`src/rtl/replica_pkg.sv`:
```
// Shared sizing constants, replica command encoding and controller states
// for the replica exchange controller.
package replica_pkg;

  localparam int REPLICA_NUM = 8;
  localparam int CITY_NUM    = 30;
  localparam int DRAIN_LAT   = 4;

  localparam int GRANT_W  = $clog2(REPLICA_NUM) + 1;
  localparam int STREAM_W = $clog2(CITY_NUM + 1);
  localparam int DRAIN_W  = $clog2(DRAIN_LAT + 1);

  typedef enum logic [1:0] {
    NOP  = 2'd0,
    PREV = 2'd1,
    FOLW = 2'd2,
    SELF = 2'd3
  } replica_command_t;

  typedef enum logic [2:0] {
    IDLE   = 3'd0,
    ISSUE  = 3'd1,
    STREAM = 3'd2,
    DRAIN  = 3'd3,
    FLIP   = 3'd4
  } exch_state_t;

endpackage

```
`src/rtl/exchange_pair_decode.sv`:
```
// Resolves granted swap pairs from parity and flags into per-replica
// commands plus a count of granted pairs.
module exchange_pair_decode
  import replica_pkg::*;
(
  input  logic                               parity,
  input  logic             [REPLICA_NUM-1:0] flags,
  output replica_command_t [REPLICA_NUM-1:0] cmd,
  output logic             [GRANT_W-1:0]     grant_count
);

  logic [REPLICA_NUM-1:0] mask;
  logic [REPLICA_NUM-1:0] grant;
  logic [REPLICA_NUM-1:0] grant_prev;

  // last replica has no partner, so its mask bit stays clear
  always_comb begin
    mask = '0;
    for (int i = 0; i < REPLICA_NUM - 1; i++)
      mask[i] = (1'(i) == parity);
  end

  assign grant      = flags & mask;
  assign grant_prev = {grant[REPLICA_NUM-2:0], 1'b0};

  always_comb begin
    for (int i = 0; i < REPLICA_NUM; i++) begin
      cmd[i] = SELF;
      unique case (1'b1)
        grant[i]:      cmd[i] = FOLW;
        grant_prev[i]: cmd[i] = PREV;
        default:       cmd[i] = SELF;
      endcase
    end
  end

  always_comb begin
    grant_count = '0;
    for (int i = 0; i < REPLICA_NUM; i++)
      grant_count = grant_count + GRANT_W'(grant[i]);
  end

endmodule

```
`src/rtl/replica_exchange_ctrl.sv`:
```
// Sequences one replica exchange pass: issue commands, stream the
// cities, drain the RAM write pipeline, then flip the read bank.
module replica_exchange_ctrl
  import replica_pkg::*;
(
  input  logic                               clk,
  input  logic                               reset,
  input  logic                               start,
  input  logic                               parity,
  input  logic             [REPLICA_NUM-1:0] exchange_flag,
  output replica_command_t [REPLICA_NUM-1:0] command,
  output logic                               rbank,
  output logic                               busy,
  output logic                               done,
  output logic             [15:0]            swap_count
);

  exch_state_t state;
  exch_state_t state_nxt;

  logic [STREAM_W-1:0] stream_cnt;
  logic [DRAIN_W-1:0]  drain_cnt;
  logic                stream_last;
  logic                drain_last;

  replica_command_t [REPLICA_NUM-1:0] dec_cmd;
  logic             [GRANT_W-1:0]     dec_count;

  exchange_pair_decode u_decode (
    .parity      (parity),
    .flags       (exchange_flag),
    .cmd         (dec_cmd),
    .grant_count (dec_count)
  );

  assign stream_last = (stream_cnt == STREAM_W'(CITY_NUM - 1));
  assign drain_last  = (drain_cnt == DRAIN_W'(DRAIN_LAT - 1));

  always_comb begin
    state_nxt = state;
    unique case (state)
      IDLE:    if (start) state_nxt = ISSUE;
      ISSUE:   state_nxt = STREAM;
      STREAM:  if (stream_last) state_nxt = DRAIN;
      DRAIN:   if (drain_last) state_nxt = FLIP;
      FLIP:    state_nxt = IDLE;
      default: state_nxt = IDLE;
    endcase
  end

  // outputs are registered from the next state so they line up with it
  always_ff @(posedge clk) begin
    if (reset) begin
      state      <= IDLE;
      stream_cnt <= '0;
      drain_cnt  <= '0;
      rbank      <= 1'b0;
      busy       <= 1'b0;
      done       <= 1'b0;
      swap_count <= '0;
      for (int i = 0; i < REPLICA_NUM; i++)
        command[i] <= NOP;
    end else begin
      state <= state_nxt;

      if (state == STREAM && !stream_last)
        stream_cnt <= stream_cnt + 1'b1;
      else
        stream_cnt <= '0;

      if (state == DRAIN && !drain_last)
        drain_cnt <= drain_cnt + 1'b1;
      else
        drain_cnt <= '0;

      busy <= (state_nxt != IDLE);
      done <= (state_nxt == FLIP);

      if (state_nxt == FLIP)
        rbank <= ~rbank;

      if (state_nxt == ISSUE) begin
        command    <= dec_cmd;
        swap_count <= swap_count + 16'(dec_count);
      end else begin
        for (int i = 0; i < REPLICA_NUM; i++)
          command[i] <= NOP;
      end
    end
  end

endmodule

```
`config.mk`:
```
export PLATFORM = sky130hd
export DESIGN_NAME = replica_exchange_ctrl
export DESIGN_NICKNAME = d
export VERILOG_FILES = /design/src/rtl/replica_pkg.sv /design/src/rtl/exchange_pair_decode.sv /design/src/rtl/replica_exchange_ctrl.sv
export SDC_FILE = /design/constraint.sdc
export NUM_CORES = 1
export LEC_CHECK = 0
export BUFFER_PORTS_ARGS = -buffer_cell sky130_fd_sc_hd__clkbuf_2
export CAP_MARGIN = 20
export CORE_ASPECT_RATIO = 1.75
export CORE_UTILIZATION = 48
export DETAILED_ROUTE_END_ITERATION = 10
export GPL_TIMING_DRIVEN = 0
export MAX_ROUTING_LAYER = met4
export PLACE_DENSITY = 0.81
export SYNTH_ARGS = -nofsm -noshare
export SYNTH_HDL_FRONTEND = slang
export SYNTH_SLANG_ARGS = --single-unit
export TNS_END_PERCENT = 5
```
`constraint.sdc`:
```
create_clock -name clk -period 4.1 [get_ports clk]
set_input_delay 0.41 -clock clk [delete_from_list [all_inputs] [get_ports clk]]
set_output_delay 0.41 -clock clk [all_outputs]
set_load 0.01 [all_outputs]
```
# Word level (Yosys, flattened, before mapping)
# Cells that the tools add are included.
[word_totals]
register_bits = 46
latch_bits = 0
ramBits = 0
rom_bits = 0
in_bits = 12
output_inout_bits = 35
wordCells = 59
n_memories = 0
[op_classes]
add_sub_neg = 10
multipliers = 0
div_mod_pow = 0
magnitude_cmp = 0
n_eq_ne = 7
shift = 0
n_mux = 12
bitwise = 6
reduce_logical = 9
[op_table]
columns = ["operator", "n"]
rows = [
  ["case mux 2 bit (2 select lines)", 7],
  ["adder 4 x 1 -> 4 bit", 6],
  ["adder 16 x 4 -> 16 bit", 1],
  ["case mux 3 bit (4 select lines)", 1],
  ["== test 3 x 2 -> 1 bit, second input constant", 3],
  ["two-way mux 3 bit", 3],
  ["AND 8 x 7 -> 8 bit", 1],
  ["== test 3 x 1 -> 1 bit, second input constant", 2],
  ["OR reduction 2 bit", 3],
  ["adder 5 x 1 -> 5 bit, second input constant", 1],
  ["== test 5 bit, second input constant", 1],
  ["inverter 1 bit", 5],
  ["adder 3 x 1 -> 3 bit, second input constant", 1],
  ["== test 3 bit, second input constant", 1],
  ["logical NOT 3 bit", 1],
  ["nonzero test 3 bit", 1],
  ["adder 1 x 1 -> 2 bit", 1],
  ["logical AND 1 bit", 2],
  ["logical NOT 1 bit", 2],
  ["two-way mux 1 bit", 1],
]

# Depth between registers and ports, before layout
# Gate-level depths: netlist (run 1).
[depth]
ltp_word = 10
depth_mapped = 15
depth_no_buf = 13

# Hierarchy
# A second synthesis (run 1) with hierarchy kept.
[hier_totals]
hier_cells = 219
hier_area_um2 = 2084.5
[by_module_without_submodules]
columns = ["mod", "instances", "cells_per_inst", "area_each_um2", "seq_area_each_um2"]
rows = [
  ["replica_exchange_ctrl", 1, 187, 1833.0, 920.9],
  ["exchange_pair_decode", 1, 32, 251.5, 0.0],
]

# Worst setup path before layout (run 1)
# No wires, ideal clock.
[synth_timing]
kind = "input to register"
from = "in parity"
to = "reg swap_count[13]"
setup_time_ns = 0.123
arrival_ns = 3.979
required_ns = 3.977
setup_slack_ns = -0.002
path_stages = 15
n_path_buf = 2
cell_sequence = "clkbuf_1 clkinv_1 nand2_1 fa_1 fa_1 inv_1 ha_1 fa_1 xor2_1 ha_1 o21a_1 a21oi_1 clkbuf_1 nor4_1 mux2_1"
[synth_via]
elab_chain_cells = 10
[synth_rtl]
columns = ["item", "line_no", "source"]
rows = [
  ["start: declaration", "replica_exchange_ctrl.sv:9", "input logic parity,"],
  ["inverter 1 bit", "exchange_pair_decode.sv:20", "mask[i] = (1'(i) == parity);"],
  ["AND 8 x 7 -> 8 bit (*)", "exchange_pair_decode.sv:23", "assign grant = flags & mask;"],
  ["adder 1 x 1 -> 2 bit", "exchange_pair_decode.sv:40", "grant_count = grant_count + GRANT_W'(grant[i]);"],
  ["adder 4 x 1 -> 4 bit (4 in series)", "exchange_pair_decode.sv:40", ""],
  ["adder 4 x 1 -> 4 bit (*) (2 in series)", "exchange_pair_decode.sv:40", ""],
  ["adder 16 x 4 -> 16 bit (*)", "replica_exchange_ctrl.sv:84", "swap_count <= swap_count + 16'(dec_count);"],
  ["end signal: assignment", "replica_exchange_ctrl.sv:84", ""],
  ["end: declaration", "replica_exchange_ctrl.sv:15", "output logic [15:0] swap_count"],
]
# Mark *: on every way between the ends. The rest lies on a longest branch, timed or not.
# A chain may end at the register's enable or synchronous reset.

# Worst setup path in the final report (run 1)
# Same ends and word-level chain as after synthesis.

==> metrics.csv, run 1 <==
stage,metric,value,unit
routing,dr.pass1.iters,4,
clock_network,cts_max_level,2,
layout,n_fill_cell,352,
floorplan,core,0.00394,mm^2
yosys,yosys-top-cells-count,"dfxtp_1 (44), a21oi_1 (24), nor2_1 (22), nand2_1 (14), ha_1 (11)",
setup_path,worst-setup-path-type,in -> reg,
power_and_ir_drop,p_leak,1.07,nW
setup_path,crit_required,4.28,ns
min_path,worstHoldPathType,in -> reg,
timing,fmax,0.256,GHz
yosys,synth_area_leaders,"dfxtp_1 (44%), ha_1 (6.9%), a21oi_1 (6.0%), nor2_1 (4.1%), fa_1 (4.0%)",
yosys,synth_area,0.00199,mm^2
clock_network,worstSkewPairLatency,0.29,ns
power_and_ir_drop,p_total,0.981,mW
power_and_ir_drop,peakVddDrop,0.383,mV
timing,post-route-period-util,95.2,%
placed_design,dpl_cell_area,0.00227,mm^2
global_routing,antenna_found_initial,0,
timing,setup_viol,0,
timing,skew,0.00608,ns
yosys,synth.distinct_cells,42,
timing,finalHoldViolCount,0,
timing,slew_viol_final,0,
floorplan,initial_core_util,50.6,%
yosys,yosysTopAreaCell,dfxtp_1,
placed_design,dpl.hpwl,2870,um
clock_network,root_buffer,clkbuf_8,
yosys,synth_seq_cells,44,
clock_network,cts_hold_buf,0,
placed_design,place.gp.congestion,0.771,
routing,wirelength,3840,um
routing,vias_per_cell,5.33,
yosys,synth_top_area_share,44.2,%
layout,n_antenna_cell,0,
yosys,yosysMostFrequentCell,dfxtp_1,
outcome,status,"complete, no violations",
routing,antenna_left,0,
clock_network,post-cts-setup-buffer-count,0,
floorplan,dieArea,0.00442,mm^2
floorplan,die_w,50.7,um
yosys,syn_nets,235,
timing,worst_pin_slew,0.507,ns
layout,area.growth.synth_to_final,21.0,%
layout,fin_area,0.00241,mm^2
routing,drt_iter0_drc,29,
floorplan,ioPinCount,47,
yosys,async_reset_ff_share,0,%
layout,drive_gt1_share,25.9,%
job,drv_cap,0,
timing,slew_headroom,66.1,%
global_routing,grt_pass1_wl,6300,um
power_and_ir_drop,power_density,407,mW/mm^2
setup_path,cp.arrival,4.09,ns
clock_network,cts.sinks,44,
routing,avgRoutedWirePerCell,12.5,um
global_routing,overflow,0,
routing,drc,0,
yosys,synth_area_per_cell,9.58,um^2
clock_network,cts_tree,built,
timing,min_period,3.90,ns
global_routing,grt_pass1_vias,1545,
floorplan,row_count,30,
global_routing,grt_max_degree,14,
yosys,synth_cells,208,
layout,nets,286,
yosys,synth_flop_cell,dfxtp_1,
yosys,seq_area_frac_synth,44.2,%
placed_design,io_buffers,44,
routing,vias,1637,
yosys,synth_edf_count,0,
setup_path,worst_setup_path_start_kind,primary input,
setup_path,path_max_fanout,10,
clock_network,clk_path_buf_depth,2,
yosys,ys_warn_count,0,
global_routing,grt_util_all_layers,19.5,%
timing,rsz0062_at_grt,no,
clock_network,cts.clk_slew.worst_paths,0.08,ns
floorplan,die_h,87.2,um
setup_path,endpoint_kind,flip-flop,
clock_network,cts_made_buffers,5,
flip-flops by register name, summed over array words and instances (netlist names):
signal,flops
drain_cnt,3
state,3
command,14
stream_cnt,5
swap_count,16
rbank,1
busy,1
done,1
per-layer routing:
layer	vias to the layer above	global-route usage, %	share of wire (%)
li1	816	-	-
met1	779	19.0	39
met2	37	36.0	55
met3	5	4.54	3.8
met4	0	8.08	1.6
met5	-	-	0
kinds of logic after synthesis:
| kind of cell | count (synthesis) | share of synthesized area [%] |
|---|---|---|
| AND/OR/NAND/NOR | 73 | 20.7 |
| flip-flops | 44 | 44.2 |
| AO/OA/AOI/OAI | 41 | 12.1 |
| buffers and inverters | 21 | 5.71 |
| adder cells (fa/ha/maj) | 15 | 10.9 |
| XOR/XNOR | 8 | 3.52 |
| multiplexers | 5 | 2.70 |
| other | 1 | 0.188 |
where the power goes:
part	leakage (nW)	internal [mW]	switching, mW
Combinational	0.647	0.0659	0.0802
Sequential	0.358	0.445	0.0105
Clock	0.0642	0.240	0.140
path summary, 6_finish.rpt:
path,start,cells past startpoint,to,slack (ns)
min reg2reg,drain_cnt[0],1,drain_cnt[0],0.42
min,exchange_flag[5],2,command[13],0.32
max,parity,15,swap_count[13],0.20
max reg2reg,state[0],6,swap_count[13],1.98
worst max-delay path: stages:
cell and delay, ns:
clkbuf_2 0.16, nor2b_2 0.17, a21oi_1 0.07, fa_1 0.51
fa_1 0.54, inv_1 0.04, ha_1 0.21, fa_1 0.40
xor2_1 0.16, ha_1 0.33, o21a_1 0.22, a21oi_1 0.23
clkbuf_4 0.25, nor4_1 0.07, mux2_1 0.30
through the flow:
| step | setup TNS, ns | worst slack [ns] | hold WS, ns | util (%) | std cells |
|---|---|---|---|---|---|
| after global routing | 0 | 0.0332 | 0.310 | 61.2 | 307 |
| after floorplan | 0 | 0.0144 | 0.397 | - | 208 |
| final | 0 | 0.197 | 0.318 | 61.2 | 307 |
| after global placement | -1.36 | -0.338 | 0.408 | 57.7 | 300 |
| after CTS | 0 | 0.0501 | 0.314 | 61.0 | 307 |
| after detailed placement | -1.69 | -0.374 | 0.421 | 57.7 | 300 |
timing repair:
action / CTS / global route
setup endpoints to repair: 1 / 5
endpoints found under the hold margin: 0 / 0
resized for setup: 1 / 5
gates cloned: 0 / 0
area by class of cell:
class	instances	area [um^2]	area share (%)
Clock inverter	2	60.1	2.49
Inverter	10	38.8	1.61
Multi-Input combinational cell	143	1000	41.5
Buffer	11	81.3	3.37
Timing Repair Buffer	44	220	9.13
Tap cell	48	60.1	2.49
Clock buffer	5	68.8	2.85
Sequential cell	44	881	36.5
cell usage in the layout (no fill, tap or decap), types with 3 or more instances in the layout:
master | Yosys | final
clkbuf_2 | 0 | 45
dfxtp_1 | 44 | 44
a21oi_1 | 24 | 24
nor2_1 | 22 | 22
nand2_1 | 14 | 14
ha_1 | 11 | 11
inv_1 | 9 | 9
nand3_1 | 6 | 6
nor2b_1 | 6 | 5
clkbuf_8 | 0 | 5
xor2_1 | 4 | 4
o31ai_1 | 4 | 4
or4_1 | 4 | 4
o21ai_0 | 4 | 4
xnor2_1 | 4 | 4
fa_1 | 4 | 4
and2_1 | 3 | 3
mux2_1 | 3 | 3
clkbuf_1 | 5 | 3
or3_1 | 3 | 3
a211oi_1 | 3 | 3
Power figures use the tool's default switching activity.
==> run 2: changes to the inputs <==
CORE_MARGIN = 4   (was not set)
SLEW_MARGIN = 20   (was not set)
==> run 2 against run 1 <==
Net effect:
- power is 15% lower
- register-to-register slack hardly changed
- combinational power hardly changed
- design area is 1.6% lower
==> metrics.csv, run 2 (synthesis results as in run 1) <==
stage,metric,value,unit,change
outcome,status,"complete, no violations",,
floorplan,die_h,93.2,um,+6.9%
layout,area.growth.synth_to_final,19.1,%,
setup_path,endpoint_kind,flip-flop,,
routing,vias_per_cell,5.26,,-1.4%
min_path,worstHoldPathType,in -> reg,,
routing,route.met2.wl,2180,um,+2.3%
global_routing,grt_pass1_vias,1587,,+2.7%
setup_path,reg2reg_from,state[0],,
routing,wirelength,3880,um,+1.1%
power_and_ir_drop,power_density,353,mW/mm^2,-13%
setup_path,reg2reg_depth,6,,unchanged
clock_network,worstSkewPairLatency,0.28,ns,about the same
layout,regMostFlops,swap_count,,
timing,finalHoldViolCount,0,,unchanged
routing,dr_wl_met3,222,um,+53%
global_routing,grt_pass1_wl,6750,um,+7.1%
layout,layout_common_cells,"clkbuf_2 (45), dfxtp_1 (44), a21oi_1 (23), nor2_1 (22), nand2_1 (14)",,
timing,hold-worst-slack,0.321,ns,+0.00316 ns
clock_network,cts_tree,built,,
clock_network,cts.clk_slew.worst_paths,0.07,ns,about the same
routing,met1Wirelength,1400,um,-6.5%
layout,n_fill_cell,366,,+4.0%
floorplan,dieArea,0.00529,mm^2,+20%
placed_design,io_buffers,44,,unchanged
timing,min_period,3.88,ns,-0.0206 ns
job,drv_cap,0,,unchanged
clock_network,root_buffer,clkbuf_8,,
setup_path,crit_required,4.27,ns,about the same
timing,slew_viol_final,0,,unchanged
global_routing,antenna_found_initial,0,,unchanged
timing,post-route-period-util,94.7,%,-0.50 points
setup_path,worst_setup_path_start_kind,primary input,,
timing,setup_viol,0,,unchanged
placed_design,dpl.hpwl,3080,um,+7.3%
setup_path,r2r_slack,1.99,ns,about the same
timing,slew_headroom,66.2,%,+0.10 points
power_and_ir_drop,p_leak,1.06,nW,-0.79%
layout,final_common_cell,clkbuf_2,,
power_and_ir_drop,peakVddDrop,0.304,mV,-21%
setup_path,cp.depth,14,,-1
timing,fmax,0.258,GHz,+0.53%
routing,avgRoutedWirePerCell,12.7,um,+1.8%
floorplan,row_count,30,,unchanged
routing,vias,1603,,-2.1%
setup_path,crit_chain,"clkbuf_2, nor2b_4, a21oi_2, fa_1, fa_1, inv_1, ha_1, fa_1, ha_1, a211o_1, a21oi_1, buf_2, nor4_4, mux2_1",,
floorplan,ioPinCount,47,,unchanged
global_routing,grt_max_degree,12,,-2
setup_path,cpMaxStageDelayCell,fa_1,,
clock_network,cts_max_level,2,,unchanged
setup_path,path_delay_family,adder cells,,
routing,highest_layer,met4,,
floorplan,core,0.00394,mm^2,unchanged
setup_path,r2r-end,swap_count[14],,
placed_design,place.gp.congestion,0.778,,+0.80%
layout,n_antenna_cell,0,,unchanged
clock_network,post-cts-setup-buffer-count,0,,unchanged
setup_path,critPathBufInv,3,,unchanged
global_routing,overflow,0,,unchanged
routing,drc,0,,unchanged
floorplan,die_w,56.7,um,+12%
routing,dr.pass1.iters,4,,unchanged
clock_network,cts.sinks,44,,unchanged
setup_path,cp_slowest_stage_delay,0.55,ns,about the same
routing,antenna_left,0,,unchanged
setup_path,endpoint,swap_count[13],,
clock_network,clk_path_buf_depth,2,,unchanged
timing,skew,0.00173,ns,-0.00434 ns
layout,drive_gt1_share,26.1,%,+0.20 points
layout,largest_register_ffs,16,,unchanged
floorplan,initial_core_util,50.6,%,unchanged
setup_path,path_max_fanout,10,,unchanged
power_and_ir_drop,p_total,0.838,mW,-15%
clock_network,cts_made_buffers,5,,unchanged
setup_path,worst-setup-path-type,in -> reg,,
setup_path,cp.arrival,4.06,ns,-0.03 ns
layout,largestRegisters,"swap_count: 16 flops, command: 14 flops, stream_cnt: 5 flops",,
global_routing,grt_util_all_layers,16.4,%,-3.1 points
routing,drt_iter0_drc,37,,+28%
timing,worst_pin_slew,0.505,ns,-0.00151 ns
setup_path,worst_path_most_repeated_cell,fa_1,,
layout,nets,286,,unchanged
setup_path,timing.critical_path.from,parity,,
## run 2: cell types whose count changed in the layout (fill, tap and decap cells not counted), sizes merged
cell | before | now
buf | 6 | 7
bufinv | 2 | 0
clkbuf | 54 | 53
clkinv | 1 | 0
inv | 9 | 10
## run 2: metrics by stage
stage | setup TNS, ns | worst slack, ns | std cells | instance area, um^2 | util [%]
2_1_floorplan | 0 | 0.0144 | 208 | 1990 | -
3_3_place_gp | -1.43 | -0.337 | 300 | 2270 | 57.7
3_5_place_dp | -2.36 | -0.441 | 300 | 2270 | 57.7
4_1_cts | 0 | 0.106 | 305 | 2350 | 59.5
5_1_grt | -0.00338 | -0.00338 | 305 | 2370 | 60.2
6_report | 0 | 0.217 | 305 | 2370 | 60.2
## run 2: area by class of cell
class	count	area (um^2)	area share, %
Clock buffer	5	68.8	2.90
Buffer	11	78.8	3.32
Sequential cell	44	881	37.1
Timing Repair Buffer	44	220	9.28
Inverter	10	40.0	1.69
Multi-Input combinational cell	143	1020	43.2
Tap cell	48	60.1	2.53
## run 2: worst min path at each step
stage	cells after the start	to	slack, ns	startpoint
2_1_floorplan	1	drain_cnt[0]	0.40	drain_cnt[0]
3_3_place_gp	1	drain_cnt[0]	0.41	drain_cnt[0]
3_5_place_dp	1	drain_cnt[0]	0.42	drain_cnt[0]
4_1_cts	2	command[13]	0.31	exchange_flag[5]
5_1_grt	2	command[13]	0.32	exchange_flag[5]
6_report	2	command[13]	0.32	exchange_flag[5]
## run 2: power by group
group | total, mW | internal (mW) | switching, mW
combinational | 0.148 | 0.0664 | 0.0811
clock | 0.235 | 0.110 | 0.125
sequential | 0.455 | 0.445 | 0.0105
## run 2: routing by layer
metal  track usage [%]  vias to the layer above
li1                  -                      820
met1              16.0                      735
met2              30.3                       42
met3              4.14                        6
met4              6.34                        0
met5                 -                        -
## run 2: repair_timing
action | CTS | global route
pin swaps | 0 | 0
hold buffers | 0 | 0
setup endpoints to repair | 2 | 5
resized for setup | 2 | 7
